`config.mk`:
```
export PLATFORM = sky130hd
export DESIGN_NAME = seg7_scan_counter_flat
export DESIGN_NICKNAME = d
export VERILOG_FILES = /design/src/rtl/seg7_scan_counter_pkg.sv /design/src/rtl/seg7_scan_counter_if.sv /design/src/rtl/seg7_scan_counter_tick_div.sv /design/src/rtl/seg7_scan_counter.sv /design/src/flat_wrapper.sv
export SDC_FILE = /design/constraint.sdc
export NUM_CORES = 1
export LEC_CHECK = 0
export ABC_AREA = 0
export CAP_MARGIN = 20
export CORE_AREA = 2 2 87 89
export DETAILED_ROUTE_END_ITERATION = 12
export DIE_AREA = 0 0 89 91
export PLACE_DENSITY = 0.79
export SYNTH_ARGS = -nofsm -noshare
export SYNTH_HDL_FRONTEND = slang
export SYNTH_SLANG_ARGS = --single-unit
```
`constraint.sdc`:
```
create_clock -name clk -period 3.5 [get_ports clk]
set_clock_uncertainty 0.05 [all_clocks]
set_input_delay 0.7 -clock clk [delete_from_list [all_inputs] [get_ports clk]]
set_output_delay 0.7 -clock clk [all_outputs]
set_load 0.005 [all_outputs]
```
`src/rtl/seg7_scan_counter_pkg.sv`:
```
// seg7_pkg: shared 7-segment definitions for the scanned counter.
//   - glyph constants, segment order {g,f,e,d,c,b,a}, active-high
//   - SEG_BLANK: all segments off
//   - seg7_glyph(digit): hex digit to glyph decode (A-F shown as b,C,d,E,F style)
package seg7_pkg;

    typedef logic [3:0] digit_t;
    typedef logic [6:0] seg_t;

    localparam seg_t SEG_0     = 7'h3F;
    localparam seg_t SEG_1     = 7'h06;
    localparam seg_t SEG_2     = 7'h5B;
    localparam seg_t SEG_3     = 7'h4F;
    localparam seg_t SEG_4     = 7'h66;
    localparam seg_t SEG_5     = 7'h6D;
    localparam seg_t SEG_6     = 7'h7D;
    localparam seg_t SEG_7     = 7'h07;
    localparam seg_t SEG_8     = 7'h7F;
    localparam seg_t SEG_9     = 7'h6F;
    localparam seg_t SEG_A     = 7'h77;
    localparam seg_t SEG_B     = 7'h7C;
    localparam seg_t SEG_C     = 7'h39;
    localparam seg_t SEG_D     = 7'h5E;
    localparam seg_t SEG_E     = 7'h79;
    localparam seg_t SEG_F     = 7'h71;
    localparam seg_t SEG_BLANK = 7'h00;

    function automatic seg_t seg7_glyph(input digit_t digit);
        seg_t g;
        case (digit)
            4'h0: g = SEG_0;
            4'h1: g = SEG_1;
            4'h2: g = SEG_2;
            4'h3: g = SEG_3;
            4'h4: g = SEG_4;
            4'h5: g = SEG_5;
            4'h6: g = SEG_6;
            4'h7: g = SEG_7;
            4'h8: g = SEG_8;
            4'h9: g = SEG_9;
            4'hA: g = SEG_A;
            4'hB: g = SEG_B;
            4'hC: g = SEG_C;
            4'hD: g = SEG_D;
            4'hE: g = SEG_E;
            default: g = SEG_F;
        endcase
        return g;
    endfunction

endpackage

```
`src/rtl/seg7_scan_counter_if.sv`:
```
// seg7_scan_counter_if: control and display bundle of the scanned counter.
//   master: controller side (drives en/up/clear/load/load_val, sees outputs)
//   slave : counter side
//   en, up, clear, load  control strobes/levels
//   load_val, count      packed digits, digit 0 in the LSBs
//   tick, wrap           one-cycle step / wrap pulses
//   seg_out, dig_sel     segments {g,f,e,d,c,b,a} and one-hot digit enable
interface seg7_scan_counter_if #(
    parameter int NUM_DIGITS = 4
);
    logic                    en;
    logic                    up;
    logic                    clear;
    logic                    load;
    logic [4*NUM_DIGITS-1:0] load_val;
    logic [4*NUM_DIGITS-1:0] count;
    logic                    tick;
    logic                    wrap;
    logic [6:0]              seg_out;
    logic [NUM_DIGITS-1:0]   dig_sel;

    modport master (
        output en, up, clear, load, load_val,
        input  count, tick, wrap, seg_out, dig_sel
    );

    modport slave (
        input  en, up, clear, load, load_val,
        output count, tick, wrap, seg_out, dig_sel
    );
endinterface

```
`src/rtl/seg7_scan_counter_tick_div.sv`:
```
// tick_div: terminal-count prescaler, one tc every DIV enabled cycles.
//   clk, rst  clock and synchronous active-high reset
//   en        counter advances while high, holds while low
//   restart   synchronous return to the start of a period (beats en)
//   tc        high in the enabled cycle that ends a period
// Implemented as a down-counter so tc is a compare against zero; this is
// cycle-equivalent to an up-counter running 0..DIV-1.
module tick_div #(
    parameter int DIV = 2
) (
    input  logic clk,
    input  logic rst,
    input  logic en,
    input  logic restart,
    output logic tc
);
    localparam int            CW     = $clog2(DIV);
    localparam logic [CW-1:0] RELOAD = CW'(DIV - 1);

    logic [CW-1:0] cnt;

    always_ff @(posedge clk) begin
        if (rst || restart) begin
            cnt <= RELOAD;
        end else if (en) begin
            cnt <= (cnt == '0) ? RELOAD : cnt - 1'b1;
        end
    end

    assign tc = en && (cnt == '0);
endmodule

```
`src/rtl/seg7_scan_counter.sv`:
```
// seg7_scan_counter: N-digit BCD/hex up/down counter with a step prescaler
// and a time-multiplexed 7-segment scanner.
//   clk   single clock, rising edge
//   rst   synchronous active-high reset
//   bus   seg7_scan_counter_if.slave (en, up, clear, load, load_val in;
//         count, tick, wrap, seg_out, dig_sel out)
// Build option: SEG7_LZ_BLANK_EN blanks leading zero digits (digit 0 is
// always shown); without it every digit shows its glyph.
module seg7_scan_counter
    import seg7_pkg::*;
#(
    parameter int NUM_DIGITS = 4,
    parameter int RADIX      = 16,
    parameter int TICK_DIV   = 10_000_000,
    parameter int SCAN_DIV   = 10_000
) (
    input  logic clk,
    input  logic rst,
    seg7_scan_counter_if.slave bus
);
    localparam int           CW    = 4 * NUM_DIGITS;
    localparam int           IDX_W = (NUM_DIGITS > 1) ? $clog2(NUM_DIGITS) : 1;
    localparam digit_t       DMAX  = 4'(RADIX - 1);
    localparam logic [IDX_W-1:0] IDX_LAST = IDX_W'(NUM_DIGITS - 1);

    logic                  step_tc;
    logic                  scan_tc;
    logic [CW-1:0]         cnt_q;
    logic [CW-1:0]         step_val;
    logic [CW-1:0]         load_clamped;
    logic                  step_carry;
    digit_t                dig_cur;
    logic                  tick_q;
    logic                  wrap_q;
    logic [IDX_W-1:0]      idx_q;
    logic [IDX_W-1:0]      idx_nxt;
    logic [NUM_DIGITS-1:0] sel_nxt;
    digit_t                shown_digit;
    seg_t                  seg_nxt;

    // Step prescaler restarts on clear/load so a new value gets a full period.
    tick_div #(.DIV(TICK_DIV)) u_step_div (
        .clk     (clk),
        .rst     (rst),
        .en      (bus.en),
        .restart (bus.clear | bus.load),
        .tc      (step_tc)
    );

    tick_div #(.DIV(SCAN_DIV)) u_scan_div (
        .clk     (clk),
        .rst     (rst),
        .en      (1'b1),
        .restart (1'b0),
        .tc      (scan_tc)
    );

    // Ripple carry/borrow across digits; a carry out of the top digit is a wrap.
    always_comb begin
        step_val   = cnt_q;
        step_carry = 1'b1;
        dig_cur    = '0;
        for (int i = 0; i < NUM_DIGITS; i++) begin
            dig_cur = cnt_q[4*i +: 4];
            if (step_carry) begin
                if (bus.up) begin
                    if (dig_cur == DMAX) begin
                        step_val[4*i +: 4] = 4'd0;
                    end else begin
                        step_val[4*i +: 4] = dig_cur + 4'd1;
                        step_carry         = 1'b0;
                    end
                end else begin
                    if (dig_cur == 4'd0) begin
                        step_val[4*i +: 4] = DMAX;
                    end else begin
                        step_val[4*i +: 4] = dig_cur - 4'd1;
                        step_carry         = 1'b0;
                    end
                end
            end
        end
    end

    // Compare in 5 bits so the hex build does not reduce to a constant test.
    always_comb begin
        load_clamped = '0;
        for (int i = 0; i < NUM_DIGITS; i++) begin
            if ({1'b0, bus.load_val[4*i +: 4]} > 5'(RADIX - 1)) begin
                load_clamped[4*i +: 4] = DMAX;
            end else begin
                load_clamped[4*i +: 4] = bus.load_val[4*i +: 4];
            end
        end
    end

    always_ff @(posedge clk) begin
        if (rst) begin
            cnt_q  <= '0;
            tick_q <= 1'b0;
            wrap_q <= 1'b0;
        end else begin
            tick_q <= 1'b0;
            wrap_q <= 1'b0;
            if (bus.clear) begin
                cnt_q <= '0;
            end else if (bus.load) begin
                cnt_q <= load_clamped;
            end else if (step_tc) begin
                cnt_q  <= step_val;
                tick_q <= 1'b1;
                wrap_q <= step_carry;
            end
        end
    end

    assign bus.count = cnt_q;
    assign bus.tick  = tick_q;
    assign bus.wrap  = wrap_q;

    // Scanner. Select and glyph are both computed from the next index so
    // dig_sel and seg_out register on the same edge.
    always_comb begin
        idx_nxt = idx_q;
        if (scan_tc) begin
            idx_nxt = (idx_q == IDX_LAST) ? '0 : idx_q + 1'b1;
        end
    end

    always_comb begin
        sel_nxt     = '0;
        shown_digit = '0;
        for (int i = 0; i < NUM_DIGITS; i++) begin
            if (idx_nxt == IDX_W'(i)) begin
                sel_nxt[i]  = 1'b1;
                shown_digit = cnt_q[4*i +: 4];
            end
        end
    end

`ifdef SEG7_LZ_BLANK_EN
    logic [NUM_DIGITS-1:0] lit;
    logic                  nz_seen;
    logic                  blank_nxt;

    // lit[i]: some digit at or above i is non-zero, so digit i is significant.
    always_comb begin
        lit     = '0;
        nz_seen = 1'b0;
        for (int i = NUM_DIGITS - 1; i >= 0; i--) begin
            if (cnt_q[4*i +: 4] != 4'd0) begin
                nz_seen = 1'b1;
            end
            lit[i] = nz_seen;
        end
        lit[0] = 1'b1;
    end

    always_comb begin
        blank_nxt = 1'b0;
        for (int i = 0; i < NUM_DIGITS; i++) begin
            if (sel_nxt[i] && !lit[i]) begin
                blank_nxt = 1'b1;
            end
        end
        seg_nxt = blank_nxt ? SEG_BLANK : seg7_glyph(shown_digit);
    end
`else
    always_comb begin
        seg_nxt = seg7_glyph(shown_digit);
    end
`endif

    always_ff @(posedge clk) begin
        if (rst) begin
            idx_q       <= '0;
            bus.dig_sel <= NUM_DIGITS'(1);
            bus.seg_out <= SEG_0;
        end else begin
            idx_q       <= idx_nxt;
            bus.dig_sel <= sel_nxt;
            bus.seg_out <= seg_nxt;
        end
    end
endmodule

```
`src/flat_wrapper.sv`:
```
// flat-port wrapper written by rule: the top's interface ports become plain ports
module seg7_scan_counter_flat import seg7_pkg::*;
#(
    parameter int NUM_DIGITS = 4,
    parameter int RADIX      = 16,
    parameter int TICK_DIV   = 10_000_000,
    parameter int SCAN_DIV   = 10_000
)
  (clk, rst, bus_en, bus_up, bus_clear, bus_load, bus_load_val, bus_count, bus_tick, bus_wrap, bus_seg_out, bus_dig_sel);
  seg7_scan_counter_if #(.NUM_DIGITS(NUM_DIGITS)) bus_i ();
  input  logic clk;
  input  logic rst;
  input wire logic [$bits(bus_i.en)-1:0] bus_en;
  input wire logic [$bits(bus_i.up)-1:0] bus_up;
  input wire logic [$bits(bus_i.clear)-1:0] bus_clear;
  input wire logic [$bits(bus_i.load)-1:0] bus_load;
  input wire logic [$bits(bus_i.load_val)-1:0] bus_load_val;
  output wire logic [$bits(bus_i.count)-1:0] bus_count;
  output wire logic [$bits(bus_i.tick)-1:0] bus_tick;
  output wire logic [$bits(bus_i.wrap)-1:0] bus_wrap;
  output wire logic [$bits(bus_i.seg_out)-1:0] bus_seg_out;
  output wire logic [$bits(bus_i.dig_sel)-1:0] bus_dig_sel;
  assign bus_i.en = bus_en;
  assign bus_i.up = bus_up;
  assign bus_i.clear = bus_clear;
  assign bus_i.load = bus_load;
  assign bus_i.load_val = bus_load_val;
  assign bus_count = bus_i.count;
  assign bus_tick = bus_i.tick;
  assign bus_wrap = bus_i.wrap;
  assign bus_seg_out = bus_i.seg_out;
  assign bus_dig_sel = bus_i.dig_sel;
  seg7_scan_counter #(.NUM_DIGITS(NUM_DIGITS), .RADIX(RADIX), .TICK_DIV(TICK_DIV), .SCAN_DIV(SCAN_DIV)) u_core (.clk(clk), .rst(rst), .bus(bus_i));
endmodule
```
==> impl_results.html <==
<table>
<tr><th>Metric</th><th>Value</th></tr>
<tr><th colspan="2">Critical path</th></tr>
<tr><td>Critical-path cell with the highest stage delay</td><td>mux2i_1</td></tr>
<tr><td>Max stage delay on crit path</td><td>0.47 ns</td></tr>
<tr><td>Data required, critical path</td><td>approximately 3.7 ns</td></tr>
<tr><td>End of the worst register-to-register path</td><td>u_core.bus.seg_out[5]$_SDFF_PP1_</td></tr>
<tr><td>Logic depth of the worst setup path including buffers</td><td>11</td></tr>
<tr><td>List of cells traversed by the critical path</td><td>inv_1 &gt; ha_1 &gt; nor2b_1 &gt; nand4_4 &gt; mux2i_1 &gt; mux2i_1 &gt; mux2i_1 &gt; inv_1 &gt; ha_1 &gt; a2111oi_0 &gt; nor2_1</td></tr>
<tr><td>R2R Setup Slk</td><td>roughly 0.45 ns</td></tr>
<tr><td>Sort of element at the end of the critical path</td><td>flop</td></tr>
<tr><td>Arrival time worst endpoint</td><td>~3.2 ns</td></tr>
<tr><td>Path type of the worst setup path</td><td>reg -&gt; reg</td></tr>
<tr><td>Startpoint class of the critical path</td><td>flop</td></tr>
<tr><td>Cell depth of the worst flop-to-flop path</td><td>11</td></tr>
<tr><td>Worst path top cell family by delay</td><td>multiplexers</td></tr>
<tr><td>Peak fanout along the critical path</td><td>7</td></tr>
<tr><td>Top cell by count, worst path</td><td>mux2i_1</td></tr>
<tr><td>Number of buffers and inverters on the critical path</td><td>2</td></tr>
<tr><td>Critical R2R Launch</td><td>u_core.u_scan_div.cnt[0]$_SDFF_PP1_</td></tr>
<tr><th colspan="2">Finish</th></tr>
<tr><td>Most common cell after layout, fill and taps aside</td><td>dfxtp_1</td></tr>
<tr><td>Total number of nets in the final design</td><td>approximately 560</td></tr>
<tr><td>Fraction of layout instances using a drive strength above 1</td><td>approximately 7.7%</td></tr>
<tr><td>Area added between synthesis and finish</td><td>20.2%</td></tr>
<tr><td>Inserted Diodes</td><td>0</td></tr>
<tr><td>Leading cell types in the layout, fill and taps excluded</td><td>dfxtp_1, clkdlybuf4s50_1, nor2_1, a21oi_1, nand2_1</td></tr>
<tr><th colspan="2">Global routing</th></tr>
<tr><td>Wire length of the first global-routing pass</td><td>15,600 um</td></tr>
<tr><td>Antenna violations before repair</td><td>0</td></tr>
<tr><td>Via count of the first global-routing pass</td><td>between 3,000 and 4,000</td></tr>
<tr><td>Maximum number of pins on one net before global-route repair</td><td>17</td></tr>
<tr><td>Final global-route overflow total</td><td>0</td></tr>
<tr><td>Overall fraction of global-route tracks in use</td><td>about a quarter</td></tr>
<tr><th colspan="2">Worst hold path</th></tr>
<tr><td>Hold EP</td><td>u_core.u_scan_div.cnt[0]$_SDFF_PP1_</td></tr>
<tr><td>Classification of the worst-slack hold path</td><td>reg -&gt; reg</td></tr>
<tr><td>Launch point of the worst hold path</td><td>u_core.u_scan_div.cnt[0]$_SDFF_PP1_</td></tr>
<tr><td>Min-Delay Path Depth</td><td>1</td></tr>
<tr><th colspan="2">Clock network</th></tr>
<tr><td>Deepest level of the CTS H-tree</td><td>3</td></tr>
<tr><td>Number of clock sinks</td><td>69</td></tr>
<tr><td>Setup Fix Bufs, Post-CTS</td><td>0</td></tr>
<tr><td>Buffer levels on the longest clock path</td><td>2</td></tr>
<tr><td>TritonCTS clock tree</td><td>built</td></tr>
<tr><td>Post-cts repair resize count</td><td>0</td></tr>
<tr><td>Inserted Clock Buffers</td><td>9</td></tr>
<tr><td>Number of hold buffers added after cts</td><td>0</td></tr>
<tr><td>Buffer cell driving the clock tree root</td><td>clkbuf_8</td></tr>
<tr><td>Clock slew at the register clock pins of the worst setup and hold paths</td><td>0.08 ns</td></tr>
<tr><td>Clock network latency to the later pin of the worst-skew pair</td><td>about 0.36 ns</td></tr>
<tr><th colspan="2">Synthesis</th></tr>
<tr><td>Count of flip-flops with a built-in enable after synthesis</td><td>0</td></tr>
<tr><td>Compound-Gate Fraction of Synth Area</td><td>between 10% and 20%</td></tr>
<tr><td>Most area-consuming cells after synthesis</td><td>dfxtp_1, ha_1, xnor2_1, a21oi_1, mux2i_1</td></tr>
<tr><td>Library cell with the largest summed area after synthesis</td><td>dfxtp_1</td></tr>
<tr><td>Fraction of the mapped netlist area in adder cells</td><td>under 10%</td></tr>
<tr><td>Average instance area after synthesis</td><td>8.40 sq um</td></tr>
<tr><td>Top_reg_cell synth</td><td>dfxtp_1</td></tr>
<tr><td>Library cells used by synthesis</td><td>57</td></tr>
<tr><td>Proportion of netlist area held by the largest area contributor</td><td>a little over a third</td></tr>
<tr><td>Number of warning messages in the yosys log</td><td>0</td></tr>
<tr><td>Post-synthesis mux area share</td><td>under 10%</td></tr>
<tr><td>Share of the yosys chip area belonging to registers</td><td>a little over a third</td></tr>
<tr><td>Cell Area, Synth</td><td>3910 sq um</td></tr>
<tr><td>Post-synthesis share of cell area spent on xor and xnor gates</td><td>under 10%</td></tr>
<tr><td>FFs w/ async S/R, synth</td><td>0%</td></tr>
<tr><td>Combinational family with the most area after synthesis</td><td>simple AND/OR/NAND/NOR gates</td></tr>
<tr><td>Gate Count Post-Synth</td><td>around 470</td></tr>
<tr><td>Number of storage elements in the synthesis netlist</td><td>between 60 and 70</td></tr>
<tr><td>Syn nets</td><td>509</td></tr>
<tr><td>Share of synthesized cell area in and, or, nand and nor gates</td><td>between 20 and 25%</td></tr>
<tr><th colspan="2">Floorplanning</th></tr>
<tr><td>Die Outline Area</td><td>between 8000 and 9000 sq um</td></tr>
<tr><td>Number of placement rows</td><td>31</td></tr>
<tr><td>Vert. Die Dim</td><td>91 um</td></tr>
<tr><td>Number of I/O pins</td><td>just over 50</td></tr>
<tr><td>Die X-Extent</td><td>between 80 and 90 um</td></tr>
<tr><td>Initial core utilization</td><td>a little over half</td></tr>
<tr><td>Placeable core region</td><td>approximately 7100 sq um</td></tr>
<tr><th colspan="2">Timing</th></tr>
<tr><td>Final total negative setup slack</td><td>0 ns</td></tr>
<tr><td>Worst hold slack after final layout</td><td>about 0.36 ns</td></tr>
<tr><td>Tcrit/Tclk final</td><td>87.3%</td></tr>
<tr><td>Maximum clock frequency</td><td>327 MHz</td></tr>
<tr><td>Number of max-slew violations in the final report</td><td>0</td></tr>
<tr><td>Final Setup Violations</td><td>0</td></tr>
<tr><td>Tightest Pin Transition</td><td>between 0.5 and 0.6 ns</td></tr>
<tr><td>Number of endpoints with negative hold slack in the final report</td><td>0</td></tr>
<tr><td>Fin crit period</td><td>3.05 ns</td></tr>
<tr><td>Worst rel slew slack</td><td>between 60% and 70%</td></tr>
<tr><td>Unrepaired setup endpoints after global routing</td><td>false</td></tr>
<tr><th colspan="2">Drt</th></tr>
<tr><td>Iteration-0 DRC Markers</td><td>~160</td></tr>
<tr><td>DR vias/cell</td><td>between 5 and 6</td></tr>
<tr><td>Wire per inst</td><td>~15 um</td></tr>
<tr><td>Vias after detailed routing</td><td>around 3,600</td></tr>
<tr><td>Number of search-and-repair iterations in the first detailed-routing pass</td><td>5</td></tr>
<tr><td>Remaining routing DRC violations</td><td>0</td></tr>
<tr><td>Final WL</td><td>about 9300 um</td></tr>
<tr><td>Antenna-violating nets left</td><td>0</td></tr>
<tr><th colspan="2">Placed design</th></tr>
<tr><td>IO buf count</td><td>50</td></tr>
<tr><td>Placed wire-length estimate</td><td>6620 um</td></tr>
<tr><td>Placer's final routability congestion estimate</td><td>~0.84</td></tr>
<tr><th colspan="2">Power and ir drop</th></tr>
<tr><td>Overall power after layout</td><td>0.00160 W</td></tr>
<tr><td>Pwr dens</td><td>roughly 340 nW/um^2</td></tr>
<tr><td>Highest ir drop seen on vdd</td><td>around 230 uV</td></tr>
<tr><td>Static Leakage</td><td>~1.7 nW</td></tr>
<tr><th colspan="2">Flow run</th></tr>
<tr><td>Max-cap viol count</td><td>0</td></tr>
<tr><th colspan="2">Run status</th></tr>
<tr><td>Outcome</td><td>completed</td></tr>
</table>
## through the flow
stage	utilization [%]	area (sq um)	instances	setup slack, ns
after floorplan	-	3910	465	0.695
after global placement	63.3	4510	605	0.620
after detailed placement	63.3	4510	605	0.460
after CTS	65.8	4700	621	0.417
after global routing	65.8	4700	621	0.0399
final	65.8	4700	621	0.446
## worst register-to-register path, delay by kind of cell (launching register included)
kind                     cells  cell delay, ns
buffers and inverters        2            0.30
AND/OR/NAND/NOR              3            0.52
AO/OA/AOI/OAI                1            0.37
flip-flops                   1            0.33
adder cells (fa/ha/maj)      2            0.40
multiplexers                 3            0.97
## area by class of cell
| cell class | count | area [sq um] |
|---|---|---|
| timing repair buffer | 57 | 553 |
| fill | 614 | 2440 |
| multi-input combinational | 358 | 2370 |
| inverter | 22 | 82.6 |
| clock buffer | 9 | 124 |
| clock inverter | 7 | 57.6 |
| tap | 99 | 124 |
| sequential | 69 | 1380 |
## flip-flops by register name, summed over array words and instances (netlist names)
name and cells:
u_core.bus.count 16, u_core.bus.dig_sel 4, u_core.bus.seg_out 7, u_core.bus.tick 1, u_core.bus.wrap 1, u_core.idx_q 2
u_core.u_scan_div.cnt 14, u_core.u_step_div.cnt 24
## cell usage after synthesis, types with 11 or more instances
master    instances
or3_1            11
nand3_1          22
a21oi_1          40
nor2_1           44
clkbuf_1         12
nor3_1           19
inv_1            21
mux2i_1          17
xnor2_1          24
nand2_1          39
o21ai_0          26
ha_1             22
dfxtp_1          69
## power breakdown
part / internal, W / leakage, nW / switching [W] / total [W]
combinational: 0.0000859 / 1.04 / 0.0000865 / 0.000172
clock: 0.000265 / 0.0829 / 0.000339 / 0.000604
sequential: 0.000798 / 0.560 / 0.0000227 / 0.000821
total: 0.00115 / 1.68 / 0.000448 / 0.00160
## logic make-up after synthesis
group,after synthesis
multiplexers,21
adder cells (fa/ha/maj),22
AO/OA/AOI/OAI,108
buffers and inverters,38
XOR/XNOR,33
AND/OR/NAND/NOR,174
flip-flops,69
## worst max-delay path by stage
| stage | to | slack (ns) | from |
|---|---|---|---|
| 6_report | u_core.bus.seg_out[5]$_SDFF_PP1_ | 0.45 | u_core.u_scan_div.cnt[0]$_SDFF_PP1_ |
| 5_1_grt | u_core.bus.seg_out[5]$_SDFF_PP1_ | 0.04 | u_core.u_scan_div.cnt[0]$_SDFF_PP1_ |
| 4_1_cts | u_core.bus.seg_out[5]$_SDFF_PP1_ | 0.42 | u_core.u_scan_div.cnt[0]$_SDFF_PP1_ |
| 3_5_place_dp | u_core.bus.seg_out[5]$_SDFF_PP1_ | 0.46 | u_core.u_scan_div.cnt[0]$_SDFF_PP1_ |
| 3_3_place_gp | u_core.bus.seg_out[5]$_SDFF_PP1_ | 0.62 | u_core.u_scan_div.cnt[0]$_SDFF_PP1_ |
| 2_1_floorplan | u_core.bus.seg_out[5]$_SDFF_PP1_ | 0.70 | u_core.u_scan_div.cnt[0]$_SDFF_PP1_ |
## routing by layer
layer	track usage [%]	vias to the layer above	share of wire, %
met2	38.9	119	48
met1	31.9	1658	44
met5	0	-	0
met3	5.09	12	6.0
met4	7.34	0	1.5
li1	-	1777	-
Power figures use the tool's default switching activity.
